==> src/rtl/cpu_pkg.sv <==
// Shared definitions for the 8-bit CPU: program memory geometry (also used by
// store_unit) and the prog_loader state encoding.
// The CSUM/ERR states exist only when PROG_LOADER_CHECKSUM_EN is defined.
package cpu_pkg;

  localparam int CPU_ADDR_W = 4;
  localparam int CPU_DATA_W = 8;
  localparam int CPU_DEPTH  = 16;

  typedef enum logic [2:0] {
    PL_IDLE  = 3'd0,
    PL_LOAD  = 3'd1,
    PL_FLUSH = 3'd2,
    PL_DONE  = 3'd3
`ifdef PROG_LOADER_CHECKSUM_EN
    ,
    PL_CSUM  = 3'd4,
    PL_ERR   = 3'd5
`endif
  } pl_state_e;

endpackage

==> src/rtl/prog_loader_if.sv <==
// Host-to-loader byte stream: valid/ready handshake with a last-byte marker.
// The host drives the master modport; prog_loader uses the slave modport.
interface prog_loader_if #(
  parameter int DATA_W = 8
);

  logic [DATA_W-1:0] in_data;
  logic              in_valid;
  logic              in_last;
  logic              in_ready;

  modport master (
    output in_data,
    output in_valid,
    output in_last,
    input  in_ready
  );

  modport slave (
    input  in_data,
    input  in_valid,
    input  in_last,
    output in_ready
  );

endinterface

==> src/rtl/prog_loader_csum.sv <==
// 8-bit modular accumulator for the program checksum. clr zeroes the sum,
// add folds din into it. match reports whether the running sum plus din is
// zero mod 2**DATA_W, so the checksum byte can be judged in its accept cycle.
// Used by prog_loader only when PROG_LOADER_CHECKSUM_EN is defined.
module prog_loader_csum #(
  parameter int DATA_W = 8
) (
  input  logic              clk,
  input  logic              rst,
  input  logic              clr,
  input  logic              add,
  input  logic [DATA_W-1:0] din,
  output logic              match
);

  logic [DATA_W-1:0] sum_q;
  logic [DATA_W-1:0] sum_d;
  logic [DATA_W-1:0] total;

  assign total = sum_q + din;
  assign match = (total == '0);

  // Next accumulator value: clear wins over add.
  always_comb begin
    sum_d = sum_q;
    if (clr) begin
      sum_d = '0;
    end else if (add) begin
      sum_d = total;
    end
  end

  // Accumulator register.
  always_ff @(posedge clk or negedge rst) begin
    if (!rst) begin
      sum_q <= '0;
    end else begin
      sum_q <= sum_d;
    end
  end

endmodule

==> src/rtl/prog_loader.sv <==
// Program-memory writer: takes bytes from the host stream and writes them
// sequentially into the program RAM while holding the CPU in reset, then
// releases the CPU once the final write has landed.
// Optional feature macro: PROG_LOADER_CHECKSUM_EN (trailing checksum byte,
// CSUM/ERR states, sticky load_err). Without it load_err is tied 0.
module prog_loader
  import cpu_pkg::*;
#(
  parameter int ADDR_W = CPU_ADDR_W,
  parameter int DATA_W = CPU_DATA_W,
  parameter int DEPTH  = CPU_DEPTH
) (
  input  logic              clk,
  input  logic              rst,
  input  logic              load_start,
  prog_loader_if.slave      host,
  output logic              mem_we,
  output logic [ADDR_W-1:0] mem_addr,
  output logic [DATA_W-1:0] mem_wdata,
  output logic              cpu_hold,
  output logic              load_done,
  output logic              load_err,
  output logic [ADDR_W:0]   byte_count
);

  localparam logic [ADDR_W-1:0] LAST_ADDR = ADDR_W'(DEPTH - 1);

  pl_state_e         state_q, state_d;
  logic [ADDR_W-1:0] ptr_q, ptr_d;
  logic [ADDR_W:0]   cnt_q, cnt_d;
  logic              we_q, we_d;
  logic [ADDR_W-1:0] addr_q, addr_d;
  logic [DATA_W-1:0] wdata_q, wdata_d;
  logic              hold_q, hold_d;
  logic              ready;
  logic              accept;
  logic              last_byte;

`ifdef PROG_LOADER_CHECKSUM_EN
  logic              err_q, err_d;
  logic              csum_clr;
  logic              csum_add;
  logic              csum_match;

  prog_loader_csum #(
    .DATA_W (DATA_W)
  ) u_csum (
    .clk   (clk),
    .rst   (rst),
    .clr   (csum_clr),
    .add   (csum_add),
    .din   (host.in_data),
    .match (csum_match)
  );

  assign load_err = err_q;
`else
  assign load_err = 1'b0;
`endif

  assign host.in_ready = ready;
  assign accept        = host.in_valid & ready;
  // A byte at the top address ends the load whether or not in_last is set,
  // so the pointer can never run past the end of the RAM.
  assign last_byte     = host.in_last | (ptr_q == LAST_ADDR);

  assign mem_we     = we_q;
  assign mem_addr   = addr_q;
  assign mem_wdata  = wdata_q;
  assign cpu_hold   = hold_q;
  assign byte_count = cnt_q;

  // Next-state and output decode for the load sequence.
  always_comb begin
    state_d   = state_q;
    ptr_d     = ptr_q;
    cnt_d     = cnt_q;
    we_d      = 1'b0;
    addr_d    = addr_q;
    wdata_d   = wdata_q;
    hold_d    = hold_q;
    ready     = 1'b0;
    load_done = 1'b0;
`ifdef PROG_LOADER_CHECKSUM_EN
    err_d     = err_q;
    csum_clr  = 1'b0;
    csum_add  = 1'b0;
`endif
    case (state_q)
      PL_IDLE: begin
        if (load_start) begin
          state_d = PL_LOAD;
          hold_d  = 1'b1;
          ptr_d   = '0;
          cnt_d   = '0;
`ifdef PROG_LOADER_CHECKSUM_EN
          err_d    = 1'b0;
          csum_clr = 1'b1;
`endif
        end
      end
      PL_LOAD: begin
        ready = 1'b1;
        if (accept) begin
          we_d    = 1'b1;
          addr_d  = ptr_q;
          wdata_d = host.in_data;
          cnt_d   = cnt_q + (ADDR_W + 1)'(1);
          if (ptr_q != LAST_ADDR) begin
            ptr_d = ptr_q + ADDR_W'(1);
          end
`ifdef PROG_LOADER_CHECKSUM_EN
          csum_add = 1'b1;
          if (last_byte) begin
            state_d = PL_CSUM;
          end
`else
          if (last_byte) begin
            state_d = PL_FLUSH;
          end
`endif
        end
      end
`ifdef PROG_LOADER_CHECKSUM_EN
      PL_CSUM: begin
        // The checksum byte is judged here and never written to RAM.
        ready = 1'b1;
        if (accept) begin
          if (csum_match) begin
            state_d = PL_FLUSH;
          end else begin
            state_d = PL_ERR;
            err_d   = 1'b1;
          end
        end
      end
      PL_ERR: begin
        // CPU stays held; only a fresh load (or reset) leaves this state.
        if (load_start) begin
          state_d  = PL_LOAD;
          ptr_d    = '0;
          cnt_d    = '0;
          err_d    = 1'b0;
          csum_clr = 1'b1;
        end
      end
`endif
      PL_FLUSH: begin
        state_d = PL_DONE;
      end
      PL_DONE: begin
        load_done = 1'b1;
        hold_d    = 1'b0;
        state_d   = PL_IDLE;
      end
      default: begin
        state_d = PL_IDLE;
      end
    endcase
  end

  // State and output registers; reset aborts any load and releases the CPU.
  always_ff @(posedge clk or negedge rst) begin
    if (!rst) begin
      state_q <= PL_IDLE;
      ptr_q   <= '0;
      cnt_q   <= '0;
      we_q    <= 1'b0;
      addr_q  <= '0;
      wdata_q <= '0;
      hold_q  <= 1'b0;
`ifdef PROG_LOADER_CHECKSUM_EN
      err_q   <= 1'b0;
`endif
    end else begin
      state_q <= state_d;
      ptr_q   <= ptr_d;
      cnt_q   <= cnt_d;
      we_q    <= we_d;
      addr_q  <= addr_d;
      wdata_q <= wdata_d;
      hold_q  <= hold_d;
`ifdef PROG_LOADER_CHECKSUM_EN
      err_q   <= err_d;
`endif
    end
  end

endmodule

==> src/flat_wrapper.sv <==
// flat-port wrapper written by rule: the top's interface ports become plain ports
module prog_loader_flat import cpu_pkg::*;
#(
  parameter int ADDR_W = CPU_ADDR_W,
  parameter int DATA_W = CPU_DATA_W,
  parameter int DEPTH  = CPU_DEPTH
)
  (clk, rst, load_start, mem_we, mem_addr, mem_wdata, cpu_hold, load_done, load_err, byte_count, host_in_data, host_in_valid, host_in_last, host_in_ready);
  prog_loader_if #(.DATA_W(DATA_W)) host_i ();
  input  logic clk;
  input  logic rst;
  input  logic load_start;
  output logic mem_we;
  output logic [ADDR_W-1:0] mem_addr;
  output logic [DATA_W-1:0] mem_wdata;
  output logic cpu_hold;
  output logic load_done;
  output logic load_err;
  output logic [ADDR_W:0] byte_count;
  input wire logic [$bits(host_i.in_data)-1:0] host_in_data;
  input wire logic [$bits(host_i.in_valid)-1:0] host_in_valid;
  input wire logic [$bits(host_i.in_last)-1:0] host_in_last;
  output wire logic [$bits(host_i.in_ready)-1:0] host_in_ready;
  assign host_i.in_data = host_in_data;
  assign host_i.in_valid = host_in_valid;
  assign host_i.in_last = host_in_last;
  assign host_in_ready = host_i.in_ready;
  prog_loader #(.ADDR_W(ADDR_W), .DATA_W(DATA_W), .DEPTH(DEPTH)) u_core (.clk(clk), .rst(rst), .load_start(load_start), .host(host_i), .mem_we(mem_we), .mem_addr(mem_addr), .mem_wdata(mem_wdata), .cpu_hold(cpu_hold), .load_done(load_done), .load_err(load_err), .byte_count(byte_count));
endmodule
==> config.mk <==
export PLATFORM = sky130hd
export DESIGN_NAME = prog_loader_flat
export DESIGN_NICKNAME = d
export VERILOG_FILES = /design/src/rtl/cpu_pkg.sv /design/src/rtl/prog_loader_if.sv /design/src/rtl/prog_loader_csum.sv /design/src/rtl/prog_loader.sv /design/src/flat_wrapper.sv
export SDC_FILE = /design/constraint.sdc
export NUM_CORES = 1
export LEC_CHECK = 0
export ABC_AREA = 1
export CAP_MARGIN = 20
export CORE_MARGIN = 4
export CORE_UTILIZATION = 42
export DETAILED_ROUTE_END_ITERATION = 8
export GPL_TIMING_DRIVEN = 0
export HOLD_SLACK_MARGIN = 0.05
export PLACE_DENSITY = 0.74
export SLEW_MARGIN = 20
export SYNTH_ARGS = -nofsm -noshare
export SYNTH_HDL_FRONTEND = slang
export SYNTH_SLANG_ARGS = --single-unit
export TNS_END_PERCENT = 5
==> constraint.sdc <==
create_clock -name clk -period 1.2 [get_ports clk]
set_input_delay 0.24 -clock clk [delete_from_list [all_inputs] [get_ports clk]]
set_output_delay 0.24 -clock clk [all_outputs]
set_load 0.005 [all_outputs]
---- After elaboration in Yosys (flattened, before gate mapping) ----
Index checks and enable logic that the tools add are counted.
cells by class
  $add $sub $neg .......................... 2
  equality and inequality tests ........... 9
  multiplexer cells ....................... 17
  bitwise gates (word level) .............. 2
  reductions and logical operators ........ 8
operators with widths
  operator             number
  $mux 4               3
  $mux 5               2
  $pmux 5 s2           1
  $mux 3               3
  $pmux 3 s3           1
  $pmux 4 s2           1
  $eq 3x2->1 const B   2
  $ne 2x1->1 const B   3
  $reduce_and 3->1     2
  $add 5x1->5 const B  1
  $mux 1               5
  $add 4x1->4 const B  1
  $eq 4x4->1 const B   1
  $ne 4x4->1 const B   1
  $reduce_and 2->1     2
  $reduce_and 4->1     1
  $reduce_bool 2->1    2
  $eq 3x1->1 const B   1
  $logic_not 3->1      1
  $ne 2x2->1 const B   1
  $pmux 1 s2           1
  $and 1x1->1          1
  $or 1x1->1           1
storage, ports and cells
  register bits after elaboration ......... 26
  input port bits ......................... 13
  output and inout port bits .............. 22
  logic and storage cells ................. 45

---- Logic depth before layout (Yosys ltp) ----
Gate-level depths: netlist (run 1).
  depth after elaboration ................. 5
  depth in mapped cells ................... 9
  mapped depth without buffers ............ 8

---- Least setup slack after synthesis (run 1) ----
OpenSTA, ideal clock, no wires.
  path type ............................... register -> register
  from .................................... register u_core.state_q[1]
  to ...................................... register u_core.ptr_q[3]
  library setup time ...................... 0.116 ns
  data arrival time ....................... 1.218 ns
  required time ........................... 1.084 ns
  path slack .............................. -0.134 ns
  cell stages (with the launch flop) ...... 10
  period minus slack after synthesis ...... 1.334 ns
  cell sequence ........................... dfrtp_1 inv_1 ha_1 buf_6 nand2_2 nand2_1 inv_2 nand3_2 nand2_1 nand2_1
between the ends
  word-level cells in the longest chain between the ends .. 5
RTL lines
  what                        line                RTL
  from (decl)                 prog_loader.sv:28   pl_state_e state_q, state_d;
  from (signal assigned)      prog_loader.sv:176  state_q <= state_d;
  $eq 3x1->1                  prog_loader.sv:89   case (state_q)
  $mux 1                      prog_loader.sv:89
  net host_in_ready           flat_wrapper.sv:23  output wire logic [$bits(host_i.in_ready)-1:0] host_in_ready;
  $and 1x1->1                 prog_loader.sv:62   assign accept = host.in_valid & ready;
  $ne 2x1->1 (no line)        n/a
  $reduce_and 4->1 (no line)  n/a
  to (signal assigned)        prog_loader.sv:177  ptr_q <= ptr_d;
  to (decl)                   prog_loader.sv:29   logic [ADDR_W-1:0] ptr_q, ptr_d;
The timed path passes the listed nets, and every way through them passes these cells.
A chain may end at the register's enable or synchronous reset.

---- Worst setup path after layout (run 1) ----
  from .................................... register u_core.state_q[0]
  to ...................................... output load_done
between the ends
  word-level cells in the longest chain between the ends .. 2
RTL lines
  what        line                RTL
  $eq 3x2->1  prog_loader.sv:89
  $mux 1      prog_loader.sv:89
  to (decl)   flat_wrapper.sv:17  output logic load_done;
No other way between the ends.

==> out/metrics.yaml, run 1 <==
status:
  status: "finished, violations left"
  violations: "negative setup slack"
yosys:
  yosys_warnings: 0
  synth_compound_area_share_pct: 3.56
  ys_ff_latch: 25
  netlist_instances: 153
  synth_top_area_cell: "dfrtp_1"
  synthMuxAreaShare_pct: 0
  synth.distinct_cells: 24
  yosysMostFrequentCell: "nand2_1"
  synth_seq_area_share_pct: 49.4
  synth_fa_ha_area_share_pct: 6.92
  synth.cell_area_um2: 1270
  yosys-top-cells-area: "dfrtp_1, nand2_1, ha_1"
  synth-edff-count: 0
  synthXorXnorAreaFrac_pct: 0.692
  synth_ff_type: "dfrtp_1"
  synthArstFlopShare_pct: 100
  synth_top_family_by_area: "simple AND/OR/NAND/NOR gates"
  synthTopCellsByCount: "nand2_1, dfrtp_1, inv_1, nand3_1, ha_1"
  avgSynthCellArea_um2: 8.28
  syn_nets: 173
  synth-simple-area-share_pct: 32.0
  synth_top_area_share_pct: 49.4
sta:
  finalCriticalPeriod_ns: 1.43
  setup-tns-final_ns: -4.25
  worst_slew_pin_slew_ns: 0.563
  final_max_slew_viol_count: 0
  timing.hold.ws_ns: 0.410
  relSlewSlack_pct: 62.5
  rsz0062_at_grt: "yes"
  finalHoldViolations: 0
  fmaxAchievable_ghz: 0.700
  final.period_utilization_pct: 119
  finalClockSkew_ns: 0.00389
  setup_violations: 26
  fin_ws_ns: -0.229
clocking:
  clock-root-buffer: "clkbuf_4"
  worstSkewPairLatency_ns: 0.33
  cts_buffer_depth: 2
  cts_tree: "done"
  clk_pin_slew_worst_paths_ns: 0.14
  cts_buffers: 3
  ctsHtreeMaxLevel: 1
  clock-sinks: 25
finish:
  n_fill_cell: 259
  drive_above_1_share_pct: 32.7
  areaGrowthSynthToFinish_pct: 43.5
  diodes: 0
  regArea_um2: 627
  multiInputGateArea_um2: 626
  layout.nets: 232
route:
  drtAntennaViolNets: 0
  firstDrtPassIters: 4
  drt_iter0_markers: 39
  dr_total_vias: 1207
  drt_wl_total_um: 3220
  viasPerCell: 4.99
  post_drt_wl_per_cell_um: 13.3
  drc: 0
worst_setup_path:
  r2r_start: "u_core.state_q[1]$_DFFE_PN0P_"
  cp-start-kind: "register"
  regToRegEndpoint: "u_core.ptr_q[3]$_DFFE_PN0P_"
  crit_start: "u_core.state_q[0]$_DFFE_PN0P_"
  end_kind: "output port"
  crit_required_ns: 0.96
  crit_arrival_ns: 1.19
  ff2ff_path_depth: 10
  path_max_fanout: 2
  reg2reg_slack_ns: -0.21
  endpoint: "load_done"
  crit_type: "register to output port"
global_routing:
  antenna_found_initial: 0
  grt_pass1_vias: 1197
  grt_pass1_wl_um: 5580
  grt_start_max_net_pins: 26
  grt_usage_pct: 17.6
  grt_remaining_overflow: 0
floorplan:
  row_count: 19
  coreArea_um2: 2830
  ios: 35
  initial_utilization_pct: 44.8
  die_area_um2: 3960
  die_w_um: 62.9
  die_y_um: 62.9
placed_design:
  post-place-ws_ns: -0.450
  gp_congestion: 0.728
  portBuffers: 33
  hpwl_um: 2060
flow_run:
  maxCapViolCount: 0
power:
  cellPowerDensity_nw_per_um2: 2190
  vdd_drop_max_mv: 1.28
  net-switching-power_w: 0.00165
  power.share.sequential_pct: 32.0
  clockPowerShare_pct: 10.1
  cellLeakagePower_nw: 1.01
  combinationalPowerShare_pct: 57.9
  switching_share_pct: 41.3
  power_w: 0.00398
  p_int_w: 0.00234
hold_path:
  hp-class: "input port to async pin"
==> worst max-delay path, cell delays in order (launching register included) <==
cell and delay [ns]:
dfrtp_1 0.42, buf_4 0.14, ha_2 0.18, buf_2 0.12
==> metrics by stage <==
step / std cells / cell area, um2 / util, %
after floorplan: 153 / 1270 / -
after global placement: 217 / 1640 / 58.0
after detailed placement: 217 / 1640 / 58.0
after CTS: 241 / 1890 / 66.9
after global routing: 242 / 1820 / 64.2
final: 242 / 1820 / 64.2
==> sequential cells by signal (all words and copies together), names as in the netlist <==
signal             count
u_core.byte_count      5
u_core.cpu_hold        1
u_core.mem_addr        4
u_core.mem_wdata       8
u_core.mem_we          1
u_core.ptr_q           4
u_core.state_q         2
==> per-layer routing <==
metal | global-route usage (%) | wire length [um]
met1 | 20.7 | 1350
met3 | 4.86 | 184
met4 | 5.51 | 55
met5 | 0 | 0
met2 | 30.6 | 1630
==> cells by family (layout without fill, tap and decap cells) <==
| kind of cell | after synthesis | in the layout |
|---|---|---|
| fa+ha+maj | 7 | 7 |
| xor+xnor | 1 | 1 |
| other cells | 1 | 1 |
| buf+inv | 19 | 76 |
| simple gates | 92 | 93 |
| compound gates | 8 | 8 |
| flops | 25 | 25 |
==> placed cells by master, fill, tap and decap left out <==
master,instances
nand2_2,3
nand4_1,3
nor3_1,1
buf_8,1
xor2_1,1
clkdlybuf4s50_1,11
ha_2,1
inv_4,2
buf_6,3
inv_2,1
nand2_4,3
nand2_1,65
conb_1,1
inv_8,1
dfrtp_1,24
ha_4,2
nor2_4,1
dfrtp_2,1
nand3_2,1
inv_1,10
dlygate4sd3_1,1
o21bai_1,1
clkbuf_4,3
clkbuf_2,18
inv_6,1
nand3_1,8
ha_1,4
nor2_1,5
nand3_4,3
o21ai_0,1
o21ai_1,5
clkinvlp_4,1
buf_2,4
buf_4,19
o31ai_1,1
==> layout make-up <==
class	instances	area share (%)
Tap cell	31	2.13
Timing Repair Buffer	53	20.9
Clock buffer	3	1.24
Sequential cell	25	34.5
Clock inverter	1	0.413
Buffer	4	2.27
Multi-Input combinational cell	110	34.4
Inverter	15	4.06
==> power groups by stage <==
stage                     registers [W]  clock network [W]  logic [W]
final                           0.00128           0.000402    0.00231
after global routing            0.00132           0.000449    0.00254
after CTS                       0.00127           0.000415    0.00234
after detailed placement        0.00135                  0    0.00169
after global placement          0.00133                  0    0.00162
after floorplan                 0.00133                  0   0.000943
==> repair_timing <==
action                                  4_1_cts  5_1_grt
hold buffers                                  0        1
endpoints found under the setup margin       71       45
buffers inserted                             19        0
hold endpoints to repair                      0       25
gates resized for setup                      73       24
gates cloned                                  1        0
pin swaps                                     9        2
==> worst min-delay path by stage <==
stage                     slack, ns                               end
after floorplan               -0.06  u_core.byte_count[0]$_DFFE_PN0P_
after global placement         0.46    u_core.mem_addr[1]$_DFFE_PN0P_
after detailed placement       0.47   u_core.mem_wdata[0]$_DFFE_PN0P_
after CTS                      0.26  u_core.byte_count[4]$_DFFE_PN0P_
after global routing           0.43   u_core.mem_wdata[0]$_DFFE_PN0P_
final                          0.41       u_core.ptr_q[1]$_DFFE_PN0P_
Power figures use the tool's default switching activity.
==> inputs of run 2 (changes only) <==
- CORE_ASPECT_RATIO: default -> 1.4
==> run 2 against run 1 <==
  * The run still ends with negative setup slack left
  * Utilization rose by 1.8 points
  * Register-to-register slack worse by 0.06 ns
  * First-iteration DRC count is 2.6% higher
==> out/metrics.yaml, run 2 (synthesis results as in run 1) <==
route:
  drt_iter0_markers: 40  # +2.6%
  viasPerCell: 5.02  # +0.66%
  wl_met3_um: 222  # +21%
  post_drt_wl_per_cell_um: 14.0  # +4.9%
  wl_met2_um: 1860  # +14%
  drt_wl_total_um: 3390  # +5.3%
  dr_total_vias: 1220  # +1.1%
  drc: 0  # unchanged
  drt-met1-wl_um: 1230  # -8.8%
  top_layer_used: "met4"
  firstDrtPassIters: 4  # unchanged
  drtAntennaViolNets: 0  # unchanged
placed_design:
  dpl.cell_count: 223  # +2.8%
  portBuffers: 33  # unchanged
  gp_congestion: 0.770  # +5.8%
  hpwl_um: 2180  # +5.5%
finish:
  areaGrowthSynthToFinish_pct: 50.0
  layout.nets: 227  # -2.2%
  layout_common_cells: "nand2_1, dfrtp_1, dlygate4sd2_1"
  stdcell_count: 243  # +0.41%
  final_common_cell: "nand2_1"
  largest_reg_flops: 8  # unchanged
  diodes: 0  # unchanged
  drive_above_1_share_pct: 23.8  # -8.9 points
sta:
  final.period_utilization_pct: 122  # +3.1 points
  finalClockSkew_ns: 0.00119  # -0.00271 ns
  finalHoldViolations: 0  # unchanged
  final_max_slew_viol_count: 0  # unchanged
  finalCriticalPeriod_ns: 1.47  # +0.0373 ns
  relSlewSlack_pct: 63.9  # +1.5 points
  fmaxAchievable_ghz: 0.682  # -2.5%
  setup-tns-final_ns: -4.31  # -0.0614 ns
  worst_slew_pin_slew_ns: 0.541  # -0.0222 ns
  rsz0062_at_grt: "yes"
  timing.hold.ws_ns: 0.479  # +0.0690 ns
  fin_ws_ns: -0.266  # -0.0373 ns
  setup_violations: 26  # unchanged
hold_path:
  hp-class: "register to register"
  hold_path_depth: 2
  worstHoldEndpoint: "u_core.mem_addr[0]$_DFFE_PN0P_"
  worstHoldStart: "u_core.mem_addr[0]$_DFFE_PN0P_"
clocking:
  ctsHtreeMaxLevel: 1  # unchanged
  worstSkewPairLatency_ns: 0.27  # -0.06 ns
  clock-sinks: 25  # unchanged
  cts_tree: "done"
  cts_buffers: 3  # unchanged
  clock-root-buffer: "clkbuf_8"
  clk_pin_slew_worst_paths_ns: 0.08  # -0.06 ns
  cts_buffer_depth: 2  # unchanged
global_routing:
  grt_usage_pct: 18.6  # +1.1 points
  antenna_found_initial: 0  # unchanged
  grt_pass1_wl_um: 5420  # -3.0%
  grt_start_max_net_pins: 26  # unchanged
  grt_remaining_overflow: 0  # unchanged
  grt_pass1_vias: 1258  # +5.1%
floorplan:
  ios: 35  # unchanged
  die_w_um: 54.4  # -14%
  die_y_um: 73.0  # +16%
  die_area_um2: 3970  # +0.32%
  row_count: 23  # +4
  coreArea_um2: 2880  # +1.7%
  initial_utilization_pct: 44.0  # -0.76 points
worst_setup_path:
  regToRegEndpoint: "u_core.ptr_q[2]$_DFFE_PN0P_"
  reg2reg_slack_ns: -0.27  # -0.06 ns
  crit_arrival_ns: 1.63  # +0.44 ns
  crit_required_ns: 1.36  # +0.40 ns
  cp-start-kind: "register"
  end_kind: "register"
  r2r_start: "u_core.state_q[1]$_DFFE_PN0P_"
  path_max_fanout: 7  # +5
  ff2ff_path_depth: 10  # unchanged
  crit_type: "register to register"
status:
  violations: "negative setup slack"
  status: "finished, violations left"
power:
  cellPowerDensity_nw_per_um2: 2160  # -1.4%
  power_w: 0.00411  # +3.1%
  vdd_drop_max_mv: 1.27  # -0.36%
  cellLeakagePower_nw: 1.04  # +3.3%
flow_run:
  maxCapViolCount: 0  # unchanged
## run 2: area by class of cell
class | instances | area (um2)
Buffer | 4 | 41.3
Timing Repair Buffer | 48 | 415
Fill cell | 236 | 978
Multi-Input combinational cell | 110 | 652
Tap cell | 37 | 46.3
Sequential cell | 25 | 628
Clock buffer | 4 | 45.0
Inverter | 15 | 71.3
## run 2: power breakdown
part | internal [W] | switching, W | total (W)
Combinational | 0.00108 | 0.00124 | 0.00232
Sequential | 0.00111 | 0.000172 | 0.00129
Clock | 0.000237 | 0.000258 | 0.000496
Total | 0.00243 | 0.00167 | 0.00411
## run 2: worst max-delay path by stage
stage / from / endpoint / slack [ns]
5_1_grt: u_core.state_q[0]$_DFFE_PN0P_ / u_core.ptr_q[3]$_DFFE_PN0P_ / -0.30
2_1_floorplan: u_core.state_q[1]$_DFFE_PN0P_ / u_core.ptr_q[2]$_DFFE_PN0P_ / -0.10
6_report: u_core.state_q[1]$_DFFE_PN0P_ / u_core.ptr_q[2]$_DFFE_PN0P_ / -0.27
4_1_cts: u_core.state_q[1]$_DFFE_PN0P_ / u_core.ptr_q[1]$_DFFE_PN0P_ / -0.21
3_5_place_dp: rst / u_core.mem_addr[3]$_DFFE_PN0P_ / -0.38
3_3_place_gp: rst / u_core.ptr_q[3]$_DFFE_PN0P_ / -0.35
## run 2: layer usage
layer | track usage, % | vias to the layer above
li1 | - | 583
met1 | 19.7 | 567
met2 | 34.9 | 60
met3 | 1.84 | 10
met4 | 8.86 | 0
met5 | 0 | -
## run 2: metrics by stage
stage	area, um2	utilization (%)	setup WS (ns)
after floorplan	1270	-	-0.103
after global placement	1650	57.3	-0.352
after detailed placement	1650	57.3	-0.380
after CTS	1850	64.3	-0.206
after global routing	1900	66.0	-0.297
final	1900	66.0	-0.266
## run 2: what timing repair did
action | CTS | global route
endpoints found under the hold margin | 0 | 25
hold buffers | 0 | 1
setup endpoints to repair | 71 | 28
gates cloned | 1 | 0
resized for setup | 51 | 11
pin swaps | 6 | 3
buffers inserted | 13 | 1
## run 2: critical path: stages (launching register included)
cell	delay [ns]
dfrtp_1	0.41
buf_6	0.14
inv_6	0.06
ha_4	0.13
buf_8	0.13
inv_8	0.06
nand2_8	0.07
buf_4	0.12
nand3_4	0.10
nand2_2	0.08
nand2_1	0.06
==> inputs of run 3 (changes only) <==
- CORE_UTILIZATION: 42 -> 50
- PLACE_DENSITY: 0.74 -> 0.83
- clock period: 1.2 -> 1.8 ns (I/O delays scaled with it)
==> run 3 against run 2 <==
  * The flow now finishes without violations
  * Power down 44%
  * Critical endpoint is now byte_count[2]
  * Critical path depth down 9
  * Final area decreased by 9.8%
  * First-iteration DRC count fell by 45%
==> out/metrics.yaml, run 3 (synthesis results as in run 1) <==
route:
  drt_iter0_markers: 22  # -45%
  dr_total_vias: 1127  # -7.6%
  drtAntennaViolNets: 0  # unchanged
  viasPerCell: 4.90  # -2.4%
  drt_wl_total_um: 2670  # -21%
  drc: 0  # unchanged
  firstDrtPassIters: 4  # unchanged
  post_drt_wl_per_cell_um: 11.6  # -17%
finish:
  layout_common_cells: "nand2_1, clkdlybuf4s50_1, dfrtp_1"
  diodes: 0  # unchanged
  largest_reg_flops: 8  # unchanged
  stdcell_count: 230  # -5.3%
  areaGrowthSynthToFinish_pct: 35.3
  utilization_pct: 70.9  # +4.9 points
  final_common_cell: "nand2_1"
  drive_above_1_share_pct: 12.2  # -12 points
  layout.nets: 217  # -4.4%
  finalInstanceArea_um2: 1710  # -9.8%
sta:
  final_max_slew_viol_count: 0  # unchanged
  fmaxAchievable_ghz: 0.587
  finalHoldViolations: 0  # unchanged
  final.period_utilization_pct: 94.7
  relSlewSlack_pct: 63.8  # -0.19 points
  finalClockSkew_ns: 0.00757  # +0.00639 ns
  rsz0062_at_grt: "no"
  fin_ws_ns: 0.0961  # +0.362 ns
  setup_violations: 0  # -100%
  finalCriticalPeriod_ns: 1.70
  worst_slew_pin_slew_ns: 0.544  # +0.00279 ns
placed_design:
  dpl.cell_count: 220  # -1.3%
  hpwl_um: 2030  # -7.0%
  portBuffers: 33  # unchanged
  gp_congestion: 0.806  # +4.6%
  dpl_cell_area_um2: 1640  # -0.53%
  post-place-ws_ns: 0.0983  # +0.479 ns
floorplan:
  die_y_um: 67.5  # -7.4%
  die_area_um2: 3410  # -14%
  row_count: 21  # -8.7%
  coreArea_um2: 2420  # -16%
  ios: 35  # unchanged
  die_w_um: 50.5  # -7.1%
  initial_utilization_pct: 52.4  # +8.4 points
hold_path:
  hp-class: "register to register"
worst_setup_path:
  crit_chain: "clkdlybuf4s50_1"
  cp_slowest_cell: "clkdlybuf4s50_1"
  cp-start-kind: "register"
  end_kind: "output port"
  path_max_fanout: 7  # unchanged
  crit_arrival_ns: 1.34  # -0.29 ns
  slowest_delay_ns: 0.55  # +0.14 ns
  crit_required_ns: 1.44  # +0.08 ns
  crit_type: "register to output port"
  crit_family: "buffers and inverters"
  path_buf_inv: 1  # -4
global_routing:
  grt_start_max_net_pins: 26  # unchanged
  antenna_found_initial: 0  # unchanged
  grt_pass1_vias: 1080  # -14%
  grt_pass1_wl_um: 4620  # -15%
  grt_remaining_overflow: 0  # unchanged
  grt_usage_pct: 17.1  # -1.5 points
clocking:
  worstSkewPairLatency_ns: 0.31  # +0.04 ns
  cts_tree: "done"
  clock-sinks: 25  # unchanged
  clk_pin_slew_worst_paths_ns: 0.13  # +0.05 ns
  cts_buffer_depth: 2  # unchanged
  ctsHtreeMaxLevel: 1  # unchanged
  cts_buffers: 3  # unchanged
  clock-root-buffer: "clkbuf_4"
status:
  status: "finished, final reports clean"
flow_run:
  maxCapViolCount: 0  # unchanged
power:
  cellLeakagePower_nw: 0.914  # -12%
  cellPowerDensity_nw_per_um2: 1350  # -38%
  vdd_drop_max_mv: 1.01  # -21%
[run 3: cell count changes in the layout (fill, tap and decap cells not counted), sizes merged]
cell | previous run | this run
nand3 | 12 | 11
buf | 21 | 10
clkbuf | 4 | 3
dlymetal6s2s | 0 | 1
clkdlybuf4s15 | 1 | 0
dlygate4sd2 | 18 | 1
clkinv | 0 | 1
clkdlybuf4s50 | 11 | 30
[run 3: per-layer routing]
| metal | track usage [%] | share of wire, % | up-vias |
|---|---|---|---|
| met2 | 32.7 | 52 | 43 |
| li1 | - | - | 560 |
| met5 | 0 | 0 | - |
| met1 | 19.6 | 42 | 522 |
| met4 | 4.04 | 0.75 | 0 |
| met3 | 3.09 | 6.0 | 2 |
[run 3: per-stage QoR]
| step | TNS [ns] | hold slack (ns) | total power [W] |
|---|---|---|---|
| floorplan | 0 | 0.0644 | 0.00151 |
| global placement | 0 | 0.463 | 0.00196 |
| detailed placement | 0 | 0.471 | 0.00201 |
| CTS | -0.0376 | 0.504 | 0.00228 |
| global route | 0 | 0.530 | 0.00252 |
| finish | 0 | 0.498 | 0.00231 |
[run 3: final cells by class]
class | count | area (um2)
Fill cell | 215 | 704
Multi-Input combinational cell | 109 | 553
Sequential cell | 25 | 626
Clock inverter | 1 | 5.00
Timing Repair Buffer | 39 | 374
Inverter | 15 | 58.8
Clock buffer | 3 | 22.5
Buffer | 4 | 31.3
Tap cell | 34 | 42.5
[run 3: worst paths after layout]
check	startpoint	to	slack (ns)	cells after the start
max	u_core.byte_count[2]$_DFFE_PN0P_	byte_count[2]	0.1	1
max in group asynchronous	rst	u_core.byte_count[0]$_DFFE_PN0P_	0.88	2
min in group asynchronous	rst	u_core.mem_addr[2]$_DFFE_PN0P_	0.56	2
min	u_core.mem_wdata[0]$_DFFE_PN0P_	u_core.mem_wdata[0]$_DFFE_PN0P_	0.50	2
min reg2reg	u_core.mem_wdata[0]$_DFFE_PN0P_	u_core.mem_wdata[0]$_DFFE_PN0P_	0.50	2
max reg2reg	u_core.state_q[0]$_DFFE_PN0P_	u_core.ptr_q[0]$_DFFE_PN0P_	0.23	9
[run 3: timing repair]
action,4_1_cts,5_1_grt
endpoints found under the hold margin,0,11
setup endpoints to repair,2,1
hold buffers,0,1
setup buffers,2,3
resized for setup,3,1
[run 3: power by group]
part           internal, W  switching (W)  leakage [nW]
clock            0.0000828       0.000155        0.0177
sequential        0.000740       0.000140         0.328
combinational     0.000601       0.000594         0.568
total              0.00142       0.000890         0.914
